===== config.mk =====
export PLATFORM = sky130hd
export DESIGN_NAME = prog_loader_ctrl
export DESIGN_NICKNAME = d
export VERILOG_FILES = /design/src/rtl/prog_loader_ctrl.sv
export SDC_FILE = /design/constraint.sdc
export NUM_CORES = 1
export LEC_CHECK = 0
export CAP_MARGIN = 0
export CORE_ASPECT_RATIO = 0.6
export CORE_MARGIN = 2
export CORE_UTILIZATION = 25
export CTS_BUF_LIST = sky130_fd_sc_hd__clkbuf_4 sky130_fd_sc_hd__clkbuf_8 sky130_fd_sc_hd__clkbuf_16
export DETAILED_ROUTE_END_ITERATION = 16
export PLACE_DENSITY = 0.57
export SLEW_MARGIN = 20
export SYNTH_ARGS = -nofsm -noshare
export SYNTH_HDL_FRONTEND = slang
export SYNTH_SLANG_ARGS = --single-unit

===== constraint.sdc =====
create_clock -name clk -period 4.9 [get_ports clk]
set_input_delay 0.735 -clock clk [delete_from_list [all_inputs] [get_ports clk]]
set_output_delay 0.735 -clock clk [all_outputs]
set_load 0.01 [all_outputs]

===== src/rtl/prog_loader_ctrl.sv =====
// rtl/prog_loader_ctrl.sv - program loader: instruction load, data preload, run window, data dump
module prog_loader_ctrl #(
    parameter int CNT_W = 32,
    parameter int LEN_W = 16
) (
    input  logic             clk,
    input  logic             arst_n,
    input  logic             start,
    input  logic [LEN_W-1:0] n_inst,
    input  logic [LEN_W-1:0] n_data,
    input  logic [LEN_W-1:0] n_dump,
    input  logic [CNT_W-1:0] run_cycles,
    input  logic             in_valid,
    output logic             in_ready,
    input  logic [63:0]      in_data,
    output logic             out_valid,
    input  logic             out_ready,
    output logic [63:0]      out_data,
    output logic             busy,
    output logic             done,
    output logic             cpu_enable,
    output logic [63:0]      addr_ext,
    output logic             wen_ext,
    output logic             ren_ext,
    output logic [31:0]      wdata_ext,
    output logic [63:0]      addr_ext_2,
    output logic             wen_ext_2,
    output logic             ren_ext_2,
    output logic [63:0]      wdata_ext_2,
    input  logic [63:0]      rdata_ext_2
);

    typedef enum logic [2:0] {
        S_IDLE, S_LOAD_I, S_LOAD_D, S_RUN, S_DUMP_RD, S_DUMP_WAIT, S_DUMP_OUT, S_DONE
    } state_t;

    localparam logic [LEN_W-1:0] LEN_ONE = 1;
    localparam logic [CNT_W-1:0] CNT_ONE = 1;

    state_t           state, state_nxt;
    logic [LEN_W-1:0] idx, idx_nxt;
    logic [CNT_W-1:0] cyc, cyc_nxt;
    logic [LEN_W-1:0] ni_q, nd_q, nn_q;
    logic [CNT_W-1:0] rc_q;
    logic             latch, cap;

    // First non-empty phase at or after the given point; from: 0 start, 1 after LOAD_I, 2 after LOAD_D, 3 after RUN.
    function automatic state_t skip_chain(input logic [1:0] from, input logic [LEN_W-1:0] ni,
                                          input logic [LEN_W-1:0] nd, input logic [LEN_W-1:0] nn,
                                          input logic [CNT_W-1:0] rc);
        if (from == 2'd0 && ni != '0) return S_LOAD_I;
        if (from <= 2'd1 && nd != '0) return S_LOAD_D;
        if (from <= 2'd2 && rc != '0) return S_RUN;
        if (nn != '0) return S_DUMP_RD;
        return S_DONE;
    endfunction

    always_ff @(posedge clk or negedge arst_n) begin
        if (!arst_n) begin
            state    <= S_IDLE;
            idx      <= '0;
            cyc      <= '0;
            ni_q     <= '0;
            nd_q     <= '0;
            nn_q     <= '0;
            rc_q     <= '0;
            out_data <= '0;
        end else begin
            state <= state_nxt;
            idx   <= idx_nxt;
            cyc   <= cyc_nxt;
            if (latch) begin
                ni_q <= n_inst;
                nd_q <= n_data;
                nn_q <= n_dump;
                rc_q <= run_cycles;
            end
            if (cap) out_data <= rdata_ext_2;
        end
    end

    assign busy    = (state != S_IDLE) && (state != S_DONE);
    assign done    = (state == S_DONE);
    assign ren_ext = 1'b0;

    always_comb begin
        state_nxt   = state;
        idx_nxt     = idx;
        cyc_nxt     = cyc;
        latch       = 1'b0;
        cap         = 1'b0;
        in_ready    = 1'b0;
        out_valid   = 1'b0;
        cpu_enable  = 1'b0;
        wen_ext     = 1'b0;
        addr_ext    = '0;
        wdata_ext   = '0;
        wen_ext_2   = 1'b0;
        ren_ext_2   = 1'b0;
        addr_ext_2  = '0;
        wdata_ext_2 = '0;
        case (state)
            S_IDLE, S_DONE: begin
                if (start) begin
                    latch     = 1'b1;
                    idx_nxt   = '0;
                    cyc_nxt   = '0;
                    state_nxt = skip_chain(2'd0, n_inst, n_data, n_dump, run_cycles);
                end
            end
            S_LOAD_I: begin
                in_ready = 1'b1;
                if (in_valid) begin
                    wen_ext   = 1'b1;
                    addr_ext  = {{(62-LEN_W){1'b0}}, idx, 2'b00};
                    wdata_ext = in_data[31:0];
                    if (idx == ni_q - LEN_ONE) begin
                        idx_nxt   = '0;
                        state_nxt = skip_chain(2'd1, ni_q, nd_q, nn_q, rc_q);
                    end else begin
                        idx_nxt = idx + LEN_ONE;
                    end
                end
            end
            S_LOAD_D: begin
                in_ready = 1'b1;
                if (in_valid) begin
                    wen_ext_2   = 1'b1;
                    addr_ext_2  = {{(61-LEN_W){1'b0}}, idx, 3'b000};
                    wdata_ext_2 = in_data;
                    if (idx == nd_q - LEN_ONE) begin
                        idx_nxt   = '0;
                        state_nxt = skip_chain(2'd2, ni_q, nd_q, nn_q, rc_q);
                    end else begin
                        idx_nxt = idx + LEN_ONE;
                    end
                end
            end
            S_RUN: begin
                cpu_enable = 1'b1;
                if (cyc == rc_q - CNT_ONE) begin
                    cyc_nxt   = '0;
                    state_nxt = skip_chain(2'd3, ni_q, nd_q, nn_q, rc_q);
                end else begin
                    cyc_nxt = cyc + CNT_ONE;
                end
            end
            S_DUMP_RD: begin
                ren_ext_2  = 1'b1;
                addr_ext_2 = {{(61-LEN_W){1'b0}}, idx, 3'b000};
                state_nxt  = S_DUMP_WAIT;
            end
            S_DUMP_WAIT: begin
                cap       = 1'b1;
                state_nxt = S_DUMP_OUT;
            end
            S_DUMP_OUT: begin
                out_valid = 1'b1;
                if (out_ready) begin
                    if (idx == nn_q - LEN_ONE) begin
                        idx_nxt   = '0;
                        state_nxt = S_DONE;
                    end else begin
                        idx_nxt   = idx + LEN_ONE;
                        state_nxt = S_DUMP_RD;
                    end
                end
            end
            default: state_nxt = S_IDLE;
        endcase
    end

endmodule


==> results of run 1 <==
-- through the flow --
| stage | hold WS (ns) | instances |
|---|---|---|
| 3_5_place_dp | 0.492 | 2388 |
| 3_3_place_gp | 0.485 | 2387 |
| 4_1_cts | 0.247 | 2420 |
| 5_1_grt | 0.248 | 2421 |
| 6_report | 0.219 | 2422 |
| 2_1_floorplan | 0.439 | 1454 |
-- layer usage --
layer  wire (um)  track usage [%]
met1       20200             21.6
met5           0                0
met2       23600             30.4
met3        3620             5.06
met4        2360             8.85
-- final timing paths --
path                              startpoint             to  slack (ns)  cells past startpoint
max in group asynchronous             arst_n         idx[2]        3.57                      2
worst min register to register  out_data[17]   out_data[17]        0.51                      1
min in group clk                out_data[17]   out_data[17]        0.51                      1
worst min-delay path                  arst_n    out_data[8]        0.22                      1
worst max-delay path                state[0]  addr_ext_2[8]        0.68                      7
worst max register to register       rc_q[3]        cyc[24]        1.09                      9
-- state kept, by name, summed over array words and instances, names as in the netlist --
name	count
state	3
out_data	64
cyc	32
idx	16
nn_q	16
nd_q	16
ni_q	16
rc_q	32
-- critical path, stage by stage, from the launching register on --
cell and delay (ns):
dfrtp_1 0.65, inv_1 0.14, and3_2 0.55, and2_1 0.34, nor2_1 0.44, buf_4 0.33, nor2b_1 0.07, clkdlybuf4s50_1 0.50
-- cells in the final DEF, fill, tap and decap left out, types with 16 or more instances in the layout --
cell type / Yosys / routed
and2_1: 53 / 53
nand2_1: 68 / 67
clkbuf_16: 0 / 17
clkdlybuf4s50_1: 0 / 410
nand3_1: 40 / 40
inv_1: 35 / 35
nor4_1: 43 / 43
o21ai_0: 39 / 39
a31oi_1: 20 / 20
conb_1: 1 / 97
xnor2_1: 72 / 72
dfrtp_1: 195 / 195
buf_4: 97 / 16
nand4_1: 32 / 32
nor2_1: 45 / 45
and3_1: 90 / 89
or3_1: 18 / 18
nor3_1: 43 / 43
mux2_2: 146 / 146
nor2b_1: 21 / 21
a21oi_1: 25 / 25
xor2_1: 34 / 34
-- final cells by class --
| type | instances | area (um2) | share of cell area, % |
|---|---|---|---|
| well taps | 693 | 867 | 4.85 |
| diodes | 2 | 5.00 | 0.0280 |
| clock buffers | 17 | 425 | 2.38 |
| clock inverters | 15 | 184 | 1.03 |
| multi-input cells | 1036 | 7130 | 39.9 |
| repair buffers | 428 | 4240 | 23.7 |
| flip-flops and latches | 195 | 4880 | 27.3 |
| inverters | 36 | 135 | 0.756 |
-- cell families after synthesis --
kind of cell | synth area share, %
other cells | 0.0291
xor+xnor | 7.21
buf+inv | 9.59
compound gates | 8.42
fa+ha+maj | 0.661
simple gates | 22.9
mux | 13.3
flops | 37.9
-- report_power, final --
part	internal, mW	total [mW]	switching (mW)	leakage [nW]
clock network	0.739	1.48	0.744	0.297
registers	1.63	1.65	0.0129	2.49
logic	0.217	0.376	0.159	4.95
total	2.59	3.51	0.916	7.74
==> insert_results.sql, run 1 <==
INSERT INTO impl_metrics (metric_group, metric, value, unit) VALUES
('outcome', 'status', 'finished, final reports clean', ''),
('logic_synthesis', 'ys.warnings.count', '0', ''),
('grt', 'global_route.overflow_total', '0', ''),
('critical_path', 'crit_arrival', '3.48', 'ns'),
('floorplanning', 'starting_utilization_of_the_core_area', '25.3', '%'),
('floorplanning', 'row_count', '64', ''),
('cells_and_area', 'finalInstanceArea', '0.0179', 'mm2'),
('logic_synthesis', 'synth_area', '0.0129', 'mm2'),
('grt', 'wire_length_of_the_first_global_routing_pass', '73.8', 'mm'),
('cts', 'cts_setup_buffers', '0', ''),
('logic_synthesis', 'number_of_register_bits_inferred_by_synthesis', '195', ''),
('cts', 'insertion_delay', '0.46', 'ns'),
('power', 'ir_worst_vdd', '0.162', 'mV'),
('routing', 'detailedRoute.firstPassIterationCount', '6', ''),
('cts', 'tritoncts', 'yes', ''),
('cts', 'cts_hold_buf', '0', ''),
('routing', 'total_number_of_vias', '11771', ''),
('cts', 'cts_root_buf', 'clkbuf_16', ''),
('timing', 'report.final.slew_viol_count', '0', ''),
('timing', 'rsz_0062_raised_after_global_routing', 'no', ''),
('timing', 'actual_transition_at_the_worst_max_transition_pin', '0.983', 'ns'),
('placement', 'gp_routability_congestion', '0.976', ''),
('logic_synthesis', 'async_reset_ff_share', '100', '%'),
('logic_synthesis', 'postSynthCellCount', '1358', ''),
('logic_synthesis', 'synth.cells.most_frequent', '195 x dfrtp_1, 146 x mux2_2, 97 x buf_4', ''),
('cts', 'post_cts_resize_count', '0', ''),
('routing', 'initialDrtViolationCount', '850', ''),
('grt', 'groute.usage.overall', '18.2', '%'),
('logic_synthesis', 'synth_top_area_share', '37.9', '%'),
('logic_synthesis', 'netlist-cell-type-count', '75', ''),
('cells_and_area', 'area_delta_synth_final', '38.8', '%'),
('logic_synthesis', 'synth_area_leaders', 'dfrtp_1 38%, mux2_2 13%, buf_4 5.7%', ''),
('timing', 'peak_clock_frequency_supported_by_timing', '0.237', 'GHz'),
('logic_synthesis', 'synth_enable_flop_cells', '0', ''),
('cts', 'cts_buffer_depth', '2', ''),
('critical_path', 'critPathLaunchType', 'flop', ''),
('logic_synthesis', 'most_common_cell_in_the_netlist', 'dfrtp_1', ''),
('routing', 'routed_wirelength', '49.8', 'mm'),
('routing', 'remaining_drcs', '0', ''),
('timing', 'fin_crit', '4.22', 'ns'),
('critical_path', 'crit_path_end_kind', 'output port', ''),
('timing', 'final-hold-violation-count', '0', ''),
('placement', 'port_buffers', '412', ''),
('placement', 'place_area', '0.0173', 'mm2'),
('cts', 'clkSlewWorstSetupHoldPaths', '0.08', 'ns'),
('timing', 'setup-violations-final', '0', ''),
('timing', 'final_min_period_over_clock_period', '86.0', '%'),
('timing', 'totalNegativeSetupSlack', '0', 'ns'),
('flow_run', 'cap_violations', '0', ''),
('critical_path', 'crit_type', 'reg -> out', ''),
('power', 'cellLeakagePower', '7.74', 'nW'),
('cts', 'cts-buffers-inserted', '17', ''),
('logic_synthesis', 'most_used_flip_flop_cell_after_synthesis', 'dfrtp_1', ''),
('power', 'totalPowerFinal', '3.51', 'mW'),
('grt', 'first_global_vias', '11594', ''),
('floorplanning', 'floorplan.core_area', '0.0509', 'mm2'),
('critical_path', 'data_required_critical_path', '4.16', 'ns'),
('floorplanning', 'die_width', '297', 'um'),
('timing', 'postLayoutSetupSlackWorst', '0.684', 'ns'),
('cells_and_area', 'finish.utilization', '35.1', '%'),
('placement', 'detailedPlacementHpwl', '40.0', 'mm'),
('floorplanning', 'chipHeight', '180', 'um'),
('floorplanning', 'ports', '510', ''),
('logic_synthesis', 'ys_seq_area_share', '37.9', '%'),
('critical_path', 'worst-path-max-fanout', '66', ''),
('logic_synthesis', 'syn_area_per_cell', '9.48', 'um2'),
('grt', 'grt_antenna_before_repair', '5', ''),
('floorplanning', 'floorplan.die_area', '0.0534', 'mm2'),
('timing', 'fin_skew', '0.0114', 'ns'),
('logic_synthesis', 'synth.largest_area_cell', 'dfrtp_1', ''),
('grt', 'largest_net_degree_at_the_start_of_global_routing', '67', ''),
('placement', 'dp_slack', '1.14', 'ns'),
('routing', 'avgViaCountPerCell', '4.86', ''),
('cts', 'clock_sink_count', '195', ''),
('cells_and_area', 'nets', '1933', ''),
('min_path', 'worstHoldPathType', 'in -> async', ''),
('cells_and_area', 'layout.filler_cells', '5202', ''),
('power', 'power_density_normalized_to_cell_area', '196', 'mW/mm2'),
('timing', 'max_slew_margin', '34.4', '%'),
('cells_and_area', 'post_route_cells_drive_above_1_share', '12.2', '%'),
('routing', 'average_wire_length_per_cell_after_detail_routing', '20.5', 'um'),
('routing', 'detail-route-antenna-nets', '0', ''),
('cts', 'h-tree-depth', '4', '');
No activity file was read; power rests on OpenSTA's default activity.
==> run 2: changes to the inputs <==
--- a/config.mk
+++ b/config.mk
@@ -6,12 +6,12 @@
 export NUM_CORES = 1
 export LEC_CHECK = 0
 export CAP_MARGIN = 0
-export CORE_ASPECT_RATIO = 0.6
-export CORE_MARGIN = 2
-export CORE_UTILIZATION = 25
+export CORE_AREA = 2 2 199 201
 export CTS_BUF_LIST = sky130_fd_sc_hd__clkbuf_4 sky130_fd_sc_hd__clkbuf_8 sky130_fd_sc_hd__clkbuf_16
 export DETAILED_ROUTE_END_ITERATION = 16
-export PLACE_DENSITY = 0.57
+export DIE_AREA = 0 0 201 203
+export PLACE_DENSITY = 0.7
+export SKIP_LAST_GASP = 1
 export SLEW_MARGIN = 20
 export SYNTH_ARGS = -nofsm -noshare
 export SYNTH_HDL_FRONTEND = slang
==> insert_results.sql, run 2 (synthesis gave the netlist of run 1 again) <==
INSERT INTO impl_metrics (metric_group, metric, value, unit) VALUES
('outcome', 'status', 'finished, final reports clean', ''),
('power', 'power_density_normalized_to_cell_area', '195', 'mW/mm2'),
('timing', 'setup-violations-final', '0', ''),
('timing', 'peak_clock_frequency_supported_by_timing', '0.263', 'GHz'),
('grt', 'groute.usage.overall', '19.9', '%'),
('power', 'cellLeakagePower', '7.73', 'nW'),
('routing', 'total_number_of_vias', '11599', ''),
('grt', 'global_route.overflow_total', '0', ''),
('cells_and_area', 'largest_register_ffs', '64', ''),
('timing', 'final_min_period_over_clock_period', '77.6', '%'),
('cts', 'h-tree-depth', '4', ''),
('power', 'cell_internal_pwr', '2.55', 'mW'),
('routing', 'average_wire_length_per_cell_after_detail_routing', '18.6', 'um'),
('timing', 'max_slew_margin', '32.9', '%'),
('timing', 'fin_skew', '0.0122', 'ns'),
('routing', 'detail-route-antenna-nets', '0', ''),
('cts', 'tritoncts', 'yes', ''),
('routing', 'routed_wirelength', '41.7', 'mm'),
('power', 'power.share.sequential', '47.9', '%'),
('grt', 'grt_util_met2', '33.2', '%'),
('floorplanning', 'floorplan.die_area', '0.0408', 'mm2'),
('critical_path', 'worst-path-max-fanout', '15', ''),
('placement', 'gp_routability_congestion', '0.898', ''),
('floorplanning', 'floorplan.core_area', '0.0385', 'mm2'),
('critical_path', 'data_required_critical_path', '5.23', 'ns'),
('grt', 'use_met3', '3.96', '%'),
('critical_path', 'crit_path_end_kind', 'flop', ''),
('cells_and_area', 'mostFrequentLayoutCell', 'clkdlybuf4s50_1', ''),
('routing', 'detailedRoute.firstPassIterationCount', '7', ''),
('cells_and_area', 'final_cell_mix', '410 x clkdlybuf4s50_1, 195 x dfrtp_1, 146 x mux2_2', ''),
('cts', 'post_cts_resize_count', '0', ''),
('power', 'ir_worst_vdd', '0.245', 'mV'),
('grt', 'wire_length_of_the_first_global_routing_pass', '64.6', 'mm'),
('timing', 'report.final.slew_viol_count', '0', ''),
('cts', 'cts_buffer_depth', '2', ''),
('min_path', 'worstHoldPathType', 'in -> async', ''),
('floorplanning', 'die_width', '201', 'um'),
('cells_and_area', 'largest_register', 'out_data', ''),
('critical_path', 'crit_type', 'reg -> reg', ''),
('floorplanning', 'chipHeight', '203', 'um'),
('routing', 'avgViaCountPerCell', '5.17', ''),
('floorplanning', 'row_count', '72', ''),
('cells_and_area', 'nets', '1930', ''),
('floorplanning', 'ports', '510', ''),
('cells_and_area', 'biggest_registers_after_layout', 'out_data: 64 flops, cyc: 32 flops, rc_q: 32 flops', ''),
('routing', 'remaining_drcs', '0', ''),
('grt', 'largest_net_degree_at_the_start_of_global_routing', '107', ''),
('grt', 'globalRoute.busiestLayer', 'met2', ''),
('floorplanning', 'starting_utilization_of_the_core_area', '33.5', '%'),
('timing', 'rsz_0062_raised_after_global_routing', 'no', ''),
('cts', 'insertion_delay', '0.45', 'ns'),
('cells_and_area', 'area_delta_synth_final', '37.0', '%'),
('cts', 'cts_hold_buf', '0', ''),
('placement', 'port_buffers', '412', ''),
('cells_and_area', 'layout.filler_cells', '3629', ''),
('power', 'clkPwrFrac', '41.5', '%'),
('grt', 'grt_antenna_before_repair', '1', ''),
('cells_and_area', 'antenna-diode-count', '0', ''),
('cells_and_area', 'multi_input_area', '0.00714', 'mm2'),
('power', 'combinationalPowerShare', '10.6', '%'),
('grt', 'global_route.usage.met1', '26.0', '%'),
('power', 'p_sw_share', '26.0', '%'),
('timing', 'actual_transition_at_the_worst_max_transition_pin', '1.00', 'ns'),
('timing', 'fin_crit', '3.80', 'ns'),
('placement', 'detailedPlacementHpwl', '31.8', 'mm'),
('placement', 'place_area', '0.0170', 'mm2'),
('timing', 'totalNegativeSetupSlack', '0', 'ns'),
('cells_and_area', 'finalInstanceArea', '0.0176', 'mm2'),
('flow_run', 'cap_violations', '0', ''),
('critical_path', 'worst-r2r-setup-slack', '1.10', 'ns'),
('cts', 'cts_root_buf', 'clkbuf_16', ''),
('cts', 'clock_sink_count', '195', ''),
('critical_path', 'critPathLaunchType', 'flop', ''),
('power', 'power.net_switching', '0.896', 'mW'),
('cts', 'cts_setup_buffers', '0', ''),
('timing', 'final-hold-violation-count', '0', ''),
('routing', 'initialDrtViolationCount', '716', ''),
('cells_and_area', 'post_route_cells_drive_above_1_share', '12.2', '%'),
('cells_and_area', 'area.sequential', '0.00488', 'mm2'),
('critical_path', 'crit_arrival', '4.13', 'ns'),
('grt', 'first_global_vias', '11416', ''),
('cts', 'clkSlewWorstSetupHoldPaths', '0.08', 'ns'),
('cts', 'cts-buffers-inserted', '17', '');
[run 2: cell types whose count changed in the layout (fill, tap and decap cells not counted), sizes merged]
cell	change
diode	-2
clkinv	+1
clkbuf	+2
buf	-4
bufinv	-1
inv	-1
[run 2: layout make-up]
| cell class | count | area share, % |
|---|---|---|
| sequential | 195 | 27.7 |
| clock inverter | 14 | 0.915 |
| clock buffer | 18 | 2.46 |
| multi-input combinational | 1036 | 40.5 |
| tap | 518 | 3.68 |
| timing repair buffer | 425 | 24.0 |
| inverter | 36 | 0.766 |
[run 2: worst paths after layout]
check,from,cells after the start,endpoint
hold reg to reg,out_data[6],1,out_data[6]
setup reg to reg,nd_q[3],9,idx[15]
min in group clk,out_data[6],1,out_data[6]
hold / removal,arst_n,1,nd_q[1]
setup / recovery,nd_q[3],9,idx[15]
max in group asynchronous,arst_n,2,out_data[61]
[run 2: per-layer routing]
metal	vias up	routed length [um]
met3	60	2440
li1	5416	-
met2	462	20300
met4	0	846
met1	5661	18100
met5	-	0
[run 2: worst max-delay path, stage by stage (launching register included)]
cell	delay (ns)
dfrtp_1	0.47
or4_1	0.59
nor3_1	0.53
a21oi_1	0.13
nor4_1	0.32
nand4_1	0.13
o31a_1	0.34
o31ai_2	0.89
or3_1	0.21
o21ai_0	0.08
[run 2: power by group through the flow]
stage | clock network [mW] | registers (mW) | logic, mW
6_report | 1.43 | 1.65 | 0.365
5_1_grt | 1.53 | 1.65 | 0.394
4_1_cts | 1.46 | 1.65 | 0.369
3_5_place_dp | 0 | 1.68 | 0.367
3_3_place_gp | 0 | 1.68 | 0.364
2_1_floorplan | 0 | 1.69 | 0.123
[run 2: stage by stage]
| step | instances | setup WS (ns) | utilization (%) | total power [mW] | hold slack (ns) |
|---|---|---|---|---|---|
| final | 2242 | 1.10 | 45.8 | 3.44 | 0.359 |
| after floorplan | 1454 | 1.69 | - | 1.82 | 0.439 |
| after detailed placement | 2209 | 1.12 | 44.2 | 2.05 | 0.492 |
| after global routing | 2242 | 0.798 | 45.8 | 3.58 | 0.430 |
| after CTS | 2241 | 1.12 | 45.8 | 3.48 | 0.411 |
| after global placement | 2209 | 1.26 | 44.2 | 2.04 | 0.487 |
